`src/rtl/alu_arbiter.sv`:
```
// Two-requester round-robin front end for a shared single-cycle ALU with SPARC-style icc.
// Accept -> EXEC -> RESP: response valid two cycles after the accept edge; one op in flight.
module alu_arbiter (
  input  logic        clk,
  input  logic        rst_n,
  input  logic        req0_valid,
  input  logic        req1_valid,
  output logic        req0_ready,
  output logic        req1_ready,
  input  logic [5:0]  req0_op,
  input  logic [5:0]  req1_op,
  input  logic [31:0] req0_a,
  input  logic [31:0] req0_b,
  input  logic [31:0] req1_a,
  input  logic [31:0] req1_b,
  output logic        rsp0_valid,
  output logic        rsp1_valid,
  input  logic        rsp0_ready,
  input  logic        rsp1_ready,
  output logic [31:0] rsp_res,
  output logic        rsp_err,
  output logic [5:0]  alu_op,
  output logic [31:0] alu_a,
  output logic [31:0] alu_b,
  output logic        alu_cin,
  input  logic [31:0] alu_res,
  input  logic        alu_n,
  input  logic        alu_z,
  input  logic        alu_v,
  input  logic        alu_c,
  output logic [3:0]  icc,
  output logic        busy
);

  typedef enum logic [1:0] {IDLE, EXEC, RESP} state_e;

  state_e      state_q, state_d;
  logic        prio1_q;
  logic        sel_q;
  logic [5:0]  alu_op_q;
  logic [31:0] alu_a_q, alu_b_q;
  logic        alu_cin_q;
  logic [3:0]  icc_q;
  logic [31:0] rsp_res_q;
  logic        rsp_err_q;

  logic gnt0, gnt1, accept, supported, cc_upd, rsp_hs;

  // prio1_q set means req1 wins the next contention
  always_comb begin
    gnt0 = 1'b0;
    gnt1 = 1'b0;
    if (state_q == IDLE && rst_n) begin
      if (req0_valid && req1_valid) begin
        gnt0 = !prio1_q;
        gnt1 = prio1_q;
      end else begin
        gnt0 = req0_valid;
        gnt1 = req1_valid;
      end
    end
  end

  assign accept = gnt0 | gnt1;

  always_comb begin
    supported = 1'b0;
    if (!alu_op_q[5])
      supported = (alu_op_q[3:0] <= 4'd8) || (alu_op_q[3:0] == 4'd12);
    else
      supported = (alu_op_q == 6'h25) || (alu_op_q == 6'h26) || (alu_op_q == 6'h27);
  end

  assign cc_upd = supported && (alu_op_q[5:4] == 2'b01);
  assign rsp_hs = (state_q == RESP) && (sel_q ? rsp1_ready : rsp0_ready);

  always_ff @(posedge clk or negedge rst_n) begin
    if (!rst_n) state_q <= IDLE;
    else        state_q <= state_d;
  end

  always_comb begin
    state_d = state_q;
    case (state_q)
      IDLE:    if (accept) state_d = EXEC;
      EXEC:    state_d = RESP;
      RESP:    if (rsp_hs) state_d = IDLE;
      default: state_d = IDLE;
    endcase
  end

  always_comb begin
    req0_ready = gnt0;
    req1_ready = gnt1;
    rsp0_valid = (state_q == RESP) && !sel_q;
    rsp1_valid = (state_q == RESP) && sel_q;
    busy       = (state_q != IDLE);
  end

  // ALU drive registers double as the operation latch; icc is stable across EXEC
  always_ff @(posedge clk or negedge rst_n) begin
    if (!rst_n) begin
      prio1_q   <= 1'b0;
      sel_q     <= 1'b0;
      alu_op_q  <= '0;
      alu_a_q   <= '0;
      alu_b_q   <= '0;
      alu_cin_q <= 1'b0;
    end else if (accept) begin
      prio1_q   <= gnt0;
      sel_q     <= gnt1;
      alu_op_q  <= gnt1 ? req1_op : req0_op;
      alu_a_q   <= gnt1 ? req1_a  : req0_a;
      alu_b_q   <= gnt1 ? req1_b  : req0_b;
      alu_cin_q <= icc_q[0];
    end
  end

  always_ff @(posedge clk or negedge rst_n) begin
    if (!rst_n) begin
      icc_q     <= '0;
      rsp_res_q <= '0;
      rsp_err_q <= 1'b0;
    end else if (state_q == EXEC) begin
      rsp_res_q <= supported ? alu_res : 32'd0;
      rsp_err_q <= !supported;
      if (cc_upd) icc_q <= {alu_n, alu_z, alu_v, alu_c};
    end
  end

  assign alu_op  = alu_op_q;
  assign alu_a   = alu_a_q;
  assign alu_b   = alu_b_q;
  assign alu_cin = alu_cin_q;
  assign icc     = icc_q;
  assign rsp_res = rsp_res_q;
  assign rsp_err = rsp_err_q;

endmodule

```
`config.mk`:
```
export PLATFORM = sky130hd
export DESIGN_NAME = alu_arbiter
export DESIGN_NICKNAME = d
export VERILOG_FILES = /design/src/rtl/alu_arbiter.sv
export SDC_FILE = /design/constraint.sdc
export NUM_CORES = 1
export LEC_CHECK = 0
export ABC_AREA = 0
export CAP_MARGIN = 20
export CORE_ASPECT_RATIO = 0.9
export CORE_MARGIN = 10
export CORE_UTILIZATION = 31
export CTS_CLUSTER_SIZE = 10
export DETAILED_ROUTE_END_ITERATION = 8
export GPL_TIMING_DRIVEN = 0
export SYNTH_ARGS = -nofsm -noshare
export SYNTH_HDL_FRONTEND = slang
export SYNTH_SLANG_ARGS = --single-unit
```
`constraint.sdc`:
```
create_clock -name clk -period 2.67 [get_ports clk]
set_input_delay 0.801 -clock clk [delete_from_list [all_inputs] [get_ports clk]]
set_output_delay 0.801 -clock clk [all_outputs]
set_load 0.05 [all_outputs]
```
==> results by group, run 1 <==
Logic synthesis
  – XOR/XNOR Fraction of Synth Area: 0%
  – Ys flop type: dfrtp_1
  – Synth Area in Adders: 0%
  – Largest family of logic cells by synthesized area: compound AO/OA/AOI/OAI gates
  – Simple-Gate Fraction of Synth Area: 10.9%
  – Post-synthesis compound-gate area fraction: 32.2%
  – Yosys cell types: 31
  – Mean Syn Cell Area: 10.1 um^2
  – Ys async rst share: 100%
  – Ys Warns: 0
  – Cell count after synthesis: 604
  – Seq/Total Area, Yosys: 46.0%
  – Synthesized cell area: 0.00609 mm^2
  – Mux cell area share after synthesis: 1.17%
  – Syn nets: 786
  – Register bit count reported by yosys: 112
  – Number of synthesized flops with an enable pin: 0

CTS
  – Hold-fix buffers, CTS: 0
  – H-tree depth: 3
  – Worst-path clk slew: 0.08 ns
  – Clock sinks: 112
  – Worst-skew pair later-pin latency: 0.36 ns
  – Bufs on Longest Clock Path: 2
  – CTS tree: built
  – Number of buffers created by CTS: 9
  – Clk root buf: clkbuf_16

Routing
  – First drt pass iteration count: 4
  – Routed wire length: 26900 um
  – Residual DRC count: 0
  – Initial DRC Count: 435
  – Routed len/inst: 22.8 um
  – Vias per cell: 5.31
  – Via count: 6282
  – ANT nets after route: 0

Timing
  – Worst-Margin Slew: 0.831 ns
  – Clock skew: 0.00847 ns
  – Crit share post-route: 97.3%
  – Final hold slack: 0.360 ns
  – Final slew viol count: 0
  – Tmin final: 2.60 ns
  – Max Fclk: 385 MHz
  – Final setup margin: 0.0731 ns
  – Final setup vio count: 0
  – Slew Limit Headroom: 44.6%
  – RSZ-0062 raised after global routing: false
  – Final hold viol count: 0

Placement
  – Worst Setup Slack post-DPL: -1.83 ns
  – Port bufs: 294
  – Placed insts: 1149
  – Routability cong.: 0.857
  – Post-DP HPWL: 20000 um

Worst setup path
  – WS Path Type: in2out
  – CP required: 1.87 ns
  – Largest fanout on the critical path: 11
  – Crit end category: output port
  – Critical R2R Capture: alu_op[2]
  – Worst Setup Start Kind: input port
  – Worst R2R Setup Slack: 0.79 ns
  – Worst R2R Start: prio1_q
  – R2R depth: 6
  – Critical Path AT: 1.80 ns

Layout
  – Layout cell share with drive strength beyond 1: 17.0%
  – Fin cells: 1182
  – Area Overhead vs Synth: 64.4%
  – Final core utilization: 52.1%
  – Fill cells: 1810
  – Nets: 1103

Die
  – Core box area: 0.0192 mm^2
  – IO Pins: 295
  – DIE WIDTH: 168 um
  – Full die area: 0.0257 mm^2
  – Initial core utilization: 31.7%
  – Die Y: 153 um
  – Std-Cell Rows: 48

Global route
  – First-pass GRT wire length: 40900 um
  – Grt total ovfl: 0
  – Vias in the first global route: 6637
  – Pin count of the biggest net entering global routing: 37
  – Global-route usage over all layers: 20.3%
  – Initial antenna violation count: 7

Power and ir drop
  – Power density over the cells: 1210 mW/mm^2
  – Tot Pwr: 12.1 mW
  – Pleak: 3.89 nW
  – Max VDD drop: 0.000590 V

Run status
  – Status: completed

Run
  – Max-cap viol count: 0

Hold path
  – Worst hold path class: in2async
-- metrics by stage --
| stage | TNS (ns) | instance area (um^2) |
|---|---|---|
| detailed placement | -25.86 | 9390 |
| floorplan | 0 | 6110 |
| finish | 0 | 10000 |
| global placement | -776.64 | 9360 |
| CTS | 0 | 9970 |
| global route | 0 | 10000 |
-- state kept, by name, indices dropped and copies added, names as in the netlist, 2 cells and up --
name	cells
alu_a	32
alu_b	32
rsp_res	32
alu_op	6
icc	4
state_q	2
-- area by class of cell --
cell class              count  area, um^2  share of cell area (%)
clock inverters             5        88.8                   0.887
repair buffers            310        3200                    32.0
multi-input cells         376        2720                    27.2
well taps                 250         313                    3.12
flip-flops and latches    112        2800                    28.0
plain buffers              77         492                    4.91
clock buffers              11         243                    2.42
inverters                  35         131                    1.31
diodes                      6        15.0                   0.150
-- cells in the final DEF (no fill, tap or decap), drive strengths merged --
cell and n:
nor2b 2, nor3b 1, inv 36, a31oi 71, bufinv 2, o31a 1
nand2 35, or2 2, o22ai 1, or2b 1, clkdlybuf4s50 286, dlymetal6s2s 1
or3b 1, nand4 70, clkinv 2, and2 1, a21oi 72, o22a 1
bufbuf 4, nor2 4, o31ai 102, diode 6, buf 62, mux2 6
dlygate4sd2 4, nand2b 2, dfrtp 112, nand4b 1, o21ai 2, clkbuf 41
-- worst max-delay path, stage by stage --
cell and delay [ns]:
buf_16 0.08, buf_16 0.10, or3b_4 0.38, buf_12 0.16, nor2_4 0.11, buf_8 0.15
-- Yosys cell counts, types with 2 or more instances --
cell type | count | share of area [%]
nand4_1 | 70 | 7.2
buf_6 | 16 | 3.0
mux2_2 | 5 | 0.92
nor2b_1 | 2 | 0.21
o31ai_2 | 66 | 14
dfrtp_1 | 112 | 46
a31oi_1 | 71 | 7.3
o31ai_1 | 34 | 4.2
clkbuf_1 | 32 | 2.0
nand2b_1 | 2 | 0.21
nand2_1 | 35 | 2.2
a21oi_1 | 72 | 5.9
buf_2 | 26 | 2.1
inv_1 | 34 | 2.1
buf_1 | 6 | 0.37
o31ai_4 | 2 | 0.70
o21ai_0 | 2 | 0.16
nor2_1 | 4 | 0.25
-- kinds of logic (layout without fill, tap and decap cells) --
logic type	after synthesis	in the layout
compound gates	250	250
other cells	0	6
simple gates	120	120
flops	112	112
buf+inv	116	438
mux	6	6
-- per-layer routing --
layer	vias up	share of wire, %	GRT usage (%)
li1	2958	-	-
met3	31	11	9.13
met4	2	1.6	6.26
met5	-	0.048	0
met2	265	47	32.1
met1	3026	41	24.1
-- report_power, final --
part	switching, mW	internal, mW	leakage (nW)
clock	0.675	0.861	0.162
combinational	5.05	2.51	2.41
sequential	0.524	2.49	1.32
total	6.25	5.87	3.89
-- worst max path at each step --
stage | startpoint | endpoint | slack (ns)
6_report | rst_n | req1_ready | 0.07
5_1_grt | alu_op[5] | alu_op[5] | 0.04
4_1_cts | state_q[1] | busy | 0.009
3_5_place_dp | rst_n | req0_ready | -1.83
3_3_place_gp | rst_n | req0_ready | -5.78
2_1_floorplan | rst_n | req0_ready | 0.02
-- timing repair --
item / CTS / global route
gates resized for setup: 38 / 1
cloned: 4 / 0
setup buffers: 8 / 3
endpoints found under the setup margin: 4 / 2
Power figures use the tool's default switching activity.
==> run 2, diff against run 1 <==
- CAP_MARGIN: 20 -> 0
==> results of run 2 <==
No change in the layout: final DEF, timing and power equal those of run 1.
